File: src/rtl/dmem_pkg.sv
// Shared encodings, memory size and request record for the data-memory arbiter.
package dmem_pkg;

  localparam int MEM_BYTES = 1024;

  localparam logic [1:0] SZ_B = 2'b00;
  localparam logic [1:0] SZ_H = 2'b01;
  localparam logic [1:0] SZ_W = 2'b10;

  localparam logic [2:0] LD_B  = 3'b000;
  localparam logic [2:0] LD_H  = 3'b001;
  localparam logic [2:0] LD_W  = 3'b010;
  localparam logic [2:0] LD_BU = 3'b011;
  localparam logic [2:0] LD_HU = 3'b100;

  typedef struct packed {
    logic        we;
    logic [1:0]  s_sel;
    logic [2:0]  ld_sel;
    logic [31:0] addr;
    logic [31:0] wdata;
  } req_t;

endpackage

File: src/rtl/dmem_req_check.sv
// Legality check of one memory request: range, alignment and size/type encoding.
// Latency: purely combinational.
// Backpressure: none; err is valid whenever req is.
module dmem_req_check
  import dmem_pkg::*;
#(
  parameter int MEM_BYTES = dmem_pkg::MEM_BYTES
) (
  input  req_t req,
  output logic err
);

  logic out_of_range;
  logic is_word;
  logic is_half;
  logic bad_enc;
  logic unused_wdata;

  assign unused_wdata = ^req.wdata;

  always_comb begin
    out_of_range = (req.addr >= 32'(MEM_BYTES));
    // Store size and load type share no encoding, so decode by direction.
    if (req.we) begin
      is_word = (req.s_sel == SZ_W);
      is_half = (req.s_sel == SZ_H);
      bad_enc = (req.s_sel == 2'b11);
    end else begin
      is_word = (req.ld_sel == LD_W);
      is_half = (req.ld_sel == LD_H) || (req.ld_sel == LD_HU);
      bad_enc = (req.ld_sel > LD_HU);
    end
    err = out_of_range
        | (is_word & (|req.addr[1:0]))
        | (is_half & req.addr[0])
        | bad_enc;
  end

endmodule

File: src/rtl/dmem_arbiter.sv
// Two-port arbiter/sequencer in front of the single-port data memory.
// Latency: grant combinational in the request cycle; response registered one cycle later.
// Backpressure: requests stall via req_ready; responses cannot be stalled.
module dmem_arbiter
  import dmem_pkg::*;
#(
  parameter int STARVE_MAX = 4,
  parameter int MEM_BYTES  = dmem_pkg::MEM_BYTES
) (
  input  logic        clk,
  input  logic        rst,
  input  logic        p0_req_valid,
  output logic        p0_req_ready,
  input  logic        p0_req_we,
  input  logic [1:0]  p0_req_s_sel,
  input  logic [2:0]  p0_req_ld_sel,
  input  logic [31:0] p0_req_addr,
  input  logic [31:0] p0_req_wdata,
  output logic        p0_rsp_valid,
  output logic [31:0] p0_rsp_rdata,
  output logic        p0_rsp_err,
  input  logic        p1_req_valid,
  output logic        p1_req_ready,
  input  logic        p1_req_we,
  input  logic [1:0]  p1_req_s_sel,
  input  logic [2:0]  p1_req_ld_sel,
  input  logic [31:0] p1_req_addr,
  input  logic [31:0] p1_req_wdata,
  output logic        p1_rsp_valid,
  output logic [31:0] p1_rsp_rdata,
  output logic        p1_rsp_err,
  output logic        mem_we,
  output logic        mem_re,
  output logic [1:0]  mem_s_sel,
  output logic [2:0]  mem_ld_sel,
  output logic [31:0] mem_addr,
  output logic [31:0] mem_wdata,
  input  logic [31:0] mem_rdata
);

  localparam int CW = $clog2(STARVE_MAX + 1);

  logic [CW-1:0] starve_cnt;
  logic          starve_hit;
  logic          gnt0, gnt1, gnt_any;
  logic          chk_err;
  logic          good_load;
  logic          p0_vld_q, p1_vld_q;
  req_t          p0_req, p1_req, sel_req;

  always_comb begin
    p0_req = '{we: p0_req_we, s_sel: p0_req_s_sel, ld_sel: p0_req_ld_sel,
               addr: p0_req_addr, wdata: p0_req_wdata};
    p1_req = '{we: p1_req_we, s_sel: p1_req_s_sel, ld_sel: p1_req_ld_sel,
               addr: p1_req_addr, wdata: p1_req_wdata};
  end

  // Port 0 wins unless port 1 has already waited through STARVE_MAX port-0 grants.
  assign starve_hit = (starve_cnt == CW'(STARVE_MAX));
  assign gnt1       = !rst && p1_req_valid && (!p0_req_valid || starve_hit);
  assign gnt0       = !rst && p0_req_valid && !gnt1;
  assign gnt_any    = gnt0 || gnt1;
  assign sel_req    = gnt1 ? p1_req : p0_req;

  assign p0_req_ready = gnt0;
  assign p1_req_ready = gnt1;

  dmem_req_check #(.MEM_BYTES(MEM_BYTES)) u_check (
    .req (sel_req),
    .err (chk_err)
  );

  assign good_load = gnt_any && !chk_err && !sel_req.we;

  always_comb begin
    mem_we     = 1'b0;
    mem_re     = 1'b0;
    mem_s_sel  = '0;
    mem_ld_sel = '0;
    mem_addr   = '0;
    mem_wdata  = '0;
    if (gnt_any) begin
      mem_we     = !chk_err && sel_req.we;
      mem_re     = !chk_err && !sel_req.we;
      mem_s_sel  = sel_req.s_sel;
      mem_ld_sel = sel_req.ld_sel;
      mem_addr   = sel_req.addr;
      mem_wdata  = sel_req.wdata;
    end
  end

  always_ff @(posedge clk) begin
    if (rst) begin
      starve_cnt   <= '0;
      p0_vld_q     <= 1'b0;
      p0_rsp_rdata <= '0;
      p0_rsp_err   <= 1'b0;
      p1_vld_q     <= 1'b0;
      p1_rsp_rdata <= '0;
      p1_rsp_err   <= 1'b0;
    end else begin
      if (!p1_req_valid || gnt1) begin
        starve_cnt <= '0;
      end else if (gnt0 && !starve_hit) begin
        starve_cnt <= starve_cnt + CW'(1);
      end
      p0_vld_q <= gnt0;
      p1_vld_q <= gnt1;
      if (gnt0) begin
        p0_rsp_rdata <= good_load ? mem_rdata : '0;
        p0_rsp_err   <= chk_err;
      end
      if (gnt1) begin
        p1_rsp_rdata <= good_load ? mem_rdata : '0;
        p1_rsp_err   <= chk_err;
      end
    end
  end

  // A reset arriving the cycle after a grant must swallow that grant's response.
  assign p0_rsp_valid = p0_vld_q && !rst;
  assign p1_rsp_valid = p1_vld_q && !rst;

endmodule

File: config.mk
export PLATFORM = sky130hd
export DESIGN_NAME = dmem_arbiter
export DESIGN_NICKNAME = d
export VERILOG_FILES = /design/src/rtl/dmem_pkg.sv /design/src/rtl/dmem_req_check.sv /design/src/rtl/dmem_arbiter.sv
export SDC_FILE = /design/constraint.sdc
export NUM_CORES = 1
export LEC_CHECK = 0
export CAP_MARGIN = 20
export CORE_AREA = 2 2 123 125
export CTS_CLUSTER_SIZE = 14
export DETAILED_ROUTE_END_ITERATION = 16
export DIE_AREA = 0 0 125 127
export PLACE_DENSITY = 0.74
export SLEW_MARGIN = 20
export SYNTH_ARGS = -nofsm -noshare
export SYNTH_HDL_FRONTEND = slang
export SYNTH_SLANG_ARGS = --single-unit
File: constraint.sdc
create_clock -name clk -period 3.8 [get_ports clk]
set_input_delay 1.14 -clock clk [delete_from_list [all_inputs] [get_ports clk]]
set_output_delay 1.14 -clock clk [all_outputs]
set_load 0.05 [all_outputs]
Yosys cells after proc, flatten, opt, wreduce, memory -nomap -nowiden
Cells that the tools add are included.

word-level totals
  bits in registers = 71
  output and inout port bits = 141
  logic and storage cells = 57

cells by class
  add/sub/neg operators = 1
  order comparisons = 2
  eq/ne operators = 7
  multiplexer cells = 11
  bitwise operators = 5
  reductions and logical operators = 24

operators with widths
  kind                                                                     count
  32-bit 2-to-1 mux                                                        3
  70-bit 2-to-1 mux                                                        1
  32-bit by 11-bit >= comparator with 1-bit output, second input constant  1
  1-bit logical AND                                                        11
  1-bit logical NOT                                                        7
  3-bit == test, second input constant                                     2
  1-bit 2-to-1 mux                                                         5
  2-bit == test, second input constant                                     2
  1-bit logical OR                                                         4
  2-bit OR reduction                                                       2
  3-bit by 1-bit adder with 3-bit output, second input constant            1
  3-bit by 1-bit == test with 1-bit output, second input constant          1
  3-bit by 2-bit == test with 1-bit output, second input constant          1
  3-bit > comparator, second input constant                                1
  3-bit 2-to-1 mux                                                         1
  1-bit OR                                                                 3
  1-bit AND                                                                2
  2-bit by 1-bit == test with 1-bit output, second input constant          1
  2-bit 2-to-1 mux                                                         1

Logic depth before layout (Yosys ltp)
  word-level depth = 14
  mapped depth = 12
  depth with buffers taken out = 9

By module
A second synthesis with hierarchy kept.

second synthesis, totals
  cell total of the unflattened synthesis = 598
  area, all modules = 4,349.2 um2

by module, submodules not included
  module          times used  cells each  area each (um2)
  dmem_arbiter    1           576         4,179.0
  dmem_req_check  1           22          170.2

Least setup slack after synthesis
OpenSTA, ideal clock, no wires.

  kind = input -> output
  start point = input rst
  end point = output mem_addr[25]
  data arrival time = 3.477 ns
  slack = -0.817 ns
  stages = 9
  buffers on the path = 4
  cell sequence = buf_2 -> nor2b_1 -> nand2_2 -> inv_2 -> buf_6 -> clkbuf_1 -> clkbuf_1 -> nand2_1 -> a21oi_1

between the ends
  word-level cells in the longest chain between the ends = 7

ends and longest elaborated chain
  what                                 line                source
  start: declaration                   dmem_arbiter.sv:11  input logic rst,
  1-bit logical NOT (*)                dmem_arbiter.sv:60  assign gnt1 = !rst && p1_req_valid && (!p0_req_valid || starve_hit);
  1-bit logical AND (*) (2 in series)  dmem_arbiter.sv:60
  named net p1_req_ready               dmem_arbiter.sv:23  output logic p1_req_ready,
  1-bit logical NOT                    dmem_arbiter.sv:61  assign gnt0 = !rst && p0_req_valid && !gnt1;
  1-bit logical AND                    dmem_arbiter.sv:61
  1-bit logical OR                     dmem_arbiter.sv:62  assign gnt_any = gnt0 || gnt1;
  32-bit 2-to-1 mux (*)                dmem_arbiter.sv:82  if (gnt_any) begin
  end: declaration                     dmem_arbiter.sv:36  output logic [31:0] mem_addr,

The timed path passes the listed nets; every way through them passes the cells marked *.

Final worst setup path
  start point = input p0_req_addr[11]
  end point = output mem_we

between the ends
  word-level cells in the longest chain between the ends = 8

ends and longest elaborated chain
  what                                              line                  source
  start: declaration                                dmem_arbiter.sv:17    input logic [31:0] p0_req_addr,
  70-bit 2-to-1 mux                                 dmem_arbiter.sv:63    assign sel_req = gnt1 ? p1_req : p0_req;
  32-bit by 11-bit >= comparator with 1-bit output  dmem_req_check.sv:22  out_of_range = (req.addr >= 32'(MEM_BYTES));
  1-bit OR                                          dmem_req_check.sv:34  | (is_word & (|req.addr[1:0]))
  1-bit OR                                          dmem_req_check.sv:35  | (is_half & req.addr[0])
  1-bit OR                                          dmem_req_check.sv:36  | bad_enc;
  1-bit logical NOT                                 dmem_arbiter.sv:83    mem_we = !chk_err && sel_req.we;
  1-bit logical AND                                 dmem_arbiter.sv:83
  1-bit 2-to-1 mux                                  dmem_arbiter.sv:82
  end: declaration                                  dmem_arbiter.sv:32    output logic mem_we,

Every way passes these cells.

==> impl_metrics.yaml <==
die:
  initial_utilization_pct: 28.0
  placementRows: 44
  dieArea_um2: 15900
  die_w_um: 125
  top_level_ports: 317
  fp.coreArea_um2: 14400
  die_y_um: 127
clocking:
  clk_pin_slew_worst_paths_ns: 0.05
  cts-root-buf: "clkbuf_16"
  cts_buffers: 9
  worstSkewPairLatency_ns: 0.33
  cts_max_level: 3
  cts_tree: "yes"
  cts.path.max_buffers: 2
  cts_sinks: 71
logic_synthesis:
  yosys-top-cells-area: "dfxtp_1 35%, a31o_1 14%, nand2_1 13%, nor3b_1 12%, a21oi_1 8.9%"
  synthArstFlopShare_pct: 0
  synth-edff-count: 0
  synth_nets: 707
  ys_seq_area_share_pct: 35.2
  yosys_most_used_dff: "dfxtp_1"
  avgSynthCellArea_um2: 7.63
  synth_top_cell_by_area: "dfxtp_1"
  netlist.area_leader.share_pct: 35.2
  syn_inst: 529
  synth_seq_cells: 71
  ys_types: 39
  netlist_area_um2: 4040
  yosys_warnings: 0
route:
  met3WireLength_um: 1490
  routed.top_layer: "met4"
  wl_per_cell_um: 18.5
  routedLengthMet1_um: 7310
  vias_per_cell: 5.02
  drt_iter0_drc: 176
  antenna_left: 0
  dr_wl_met2_um: 10400
  wirelength_um: 19500
  drcViolationCount: 0
  firstDrtPassIters: 4
  vias: 5315
critical_path:
  cp_top_family: "simple AND/OR/NAND/NOR gates"
  crit_chain: "clkbuf_2, nor4_4, o2111ai_2, nor3_4, a2bb2oi_4, buf_6, nor3_4, and2_4, buf_12"
  cpMostUsedCell: "nor3_4"
  cpPeakStageDelay_ns: 0.28
  endpoint_kind: "primary output"
  start_kind: "input port"
  cp_max_fo: 2
  cpMaxStageDelayCell: "nor4_4"
  worstPathArrival_ns: 2.70
  worst-setup-path-type: "input port to primary output"
  critPathBufInv: 3
  crit_required_ns: 2.66
grt:
  grt_max_degree: 70
  grt_usage_pct: 23.1
  grt_pass1_wl_um: 29300
  grt_pass1_vias: 5386
  antenna_found_initial: 2
  grt_remaining_overflow: 0
timing:
  tightest_slew_ns: 0.730
  relSlewSlack_pct: 51.3
  drv_slew: 0
  skew_ns: 0.00335
  timing.final.ws_setup_ns: -0.0378
  fmax_mhz: 261
  setup_tns_ns: -0.0378
  setup_viol: 1
  rsz0062_at_grt: "yes"
  hold_viol: 0
  fin_crit_sh_pct: 101
  period_needed_ns: 3.84
layout:
  drive_above_1_share_pct: 30.8
  fillers: 1093
  area_growth_pct: 142
  final_core_util_pct: 67.8
  nets: 1045
  design_area_um2: 9780
run:
  cap_violations: 0
place:
  io_buffers: 316
  place_area_um2: 9170
  hpwl_um: 15300
  gp_congestion: 0.981
run_status:
  violations: "setup timing"
  outcome: "complete, but fails checks"
power_and_ir_drop:
  p_per_area_nw_per_um2: 255
  p_leak_nw: 3.81
  vdd_ir_drop_max_v: 0.000392
min_path:
  hold_class: "flip-flop to flip-flop"
==> cells in the final DEF (no fill, tap or decap), drive strengths merged <==
| cell type | instances |
|---|---|
| a21bo | 1 |
| a21oi | 72 |
| a2bb2oi | 1 |
| a311oi | 1 |
| a31o | 64 |
| a31oi | 3 |
| and2 | 1 |
| and3b | 2 |
| buf | 145 |
| bufinv | 1 |
| clkbuf | 26 |
| clkdlybuf4s15 | 1 |
| clkdlybuf4s50 | 187 |
| clkinvlp | 1 |
| dfxtp | 71 |
| diode | 2 |
| dlygate4sd2 | 4 |
| dlymetal6s2s | 30 |
| ha | 2 |
| inv | 6 |
| mux2i | 2 |
| nand2 | 142 |
| nand2b | 4 |
| nand3 | 1 |
| nand3b | 2 |
| nand4 | 2 |
| nor2 | 4 |
| nor2b | 3 |
| nor3 | 6 |
| nor3b | 65 |
| nor4 | 10 |
| nor4b | 2 |
| o2111ai | 1 |
| o211ai | 1 |
| o21ai | 1 |
| o21bai | 1 |
| o22ai | 3 |
| or4 | 1 |
| xnor2 | 2 |
==> power by group <==
part	switching, W	internal (W)	total (W)
Sequential	0.00000150	0.000748	0.000750
Clock	0.000291	0.000562	0.000853
Combinational	0.000459	0.000436	0.000894
==> stage by stage <==
stage | total power, W | hold WS [ns] | cells | worst slack (ns)
after floorplan | 0.00116 | 0.428 | 529 | -0.0538
final | 0.00250 | 0.456 | 1058 | -0.0378
after detailed placement | 0.00165 | 0.445 | 1031 | -0.469
after CTS | 0.00252 | 0.452 | 1052 | -0.204
after global placement | 0.00164 | 0.435 | 1031 | -0.471
after global routing | 0.00259 | 0.494 | 1057 | -0.150
==> cell usage after synthesis, types with 4 or more instances <==
master and n:
a31o_1 64, buf_1 6, nand2b_1 4, nor2_1 4, a21oi_1 72, buf_6 6
nor3_1 5, nand2_1 141, nor4_1 9, nor3b_1 65, inv_1 5, clkbuf_1 37
dfxtp_1 71
==> cell type report <==
class | count | area (um2) | area share, %
clock buffers | 14 | 274 | 2.80
repair buffers | 379 | 4440 | 45.4
flip-flops and latches | 71 | 1420 | 14.5
multi-input cells | 400 | 3350 | 34.2
well taps | 184 | 230 | 2.35
diodes | 2 | 5.00 | 0.0512
clock inverters | 2 | 37.5 | 0.384
inverters | 6 | 27.5 | 0.281
==> state kept, by name, indices dropped and copies added (netlist names) <==
| register | cells |
|---|---|
| p0_rsp_rdata | 32 |
| p1_rsp_err | 1 |
| p0_rsp_err | 1 |
| p1_vld_q | 1 |
| p1_rsp_rdata | 32 |
| starve_cnt | 3 |
| p0_vld_q | 1 |
==> layer usage <==
metal / GRT usage [%] / vias to the layer above
met4: 5.69 / 0
met5: 0 / -
li1: - / 2556
met1: 24.4 / 2524
met3: 7.83 / 24
met2: 43.9 / 211
==> kinds of logic (layout without fill, tap and decap cells) <==
group                    Yosys count  count (layout)  share of synthesized area, %
adder cells (fa/ha/maj)            2               2                         0.620
XOR/XNOR                           2               2                         0.434
multiplexers                       2               2                         0.496
AND/OR/NAND/NOR                  245             245                          31.4
flip-flops                        71              71                          35.2
other                              0               2                             0
buffers and inverters             58             401                          6.67
AO/OA/AOI/OAI                    149             149                          25.1
==> what timing repair did <==
| action | 4_1_cts | 5_1_grt |
|---|---|---|
| gates resized for setup | 56 | 85 |
| buffers inserted | 7 | 4 |
| pin swaps | 19 | 23 |
| hold buffers | 0 | 0 |
| gates cloned | 0 | 0 |
| endpoints found under the setup margin | 70 | 29 |
==> final timing paths <==
kind                                 startpoint              end  slack (ns)  cells after the start
worst max-delay path            p0_req_addr[11]           mem_we       -0.04                      9
worst min-delay path              starve_cnt[0]    starve_cnt[0]        0.46                      1
worst max register to register    starve_cnt[0]  p1_rsp_rdata[8]        1.00                     13
worst min register to register    starve_cnt[0]    starve_cnt[0]        0.46                      1
Note: power is estimated with default switching activity, not from simulation.
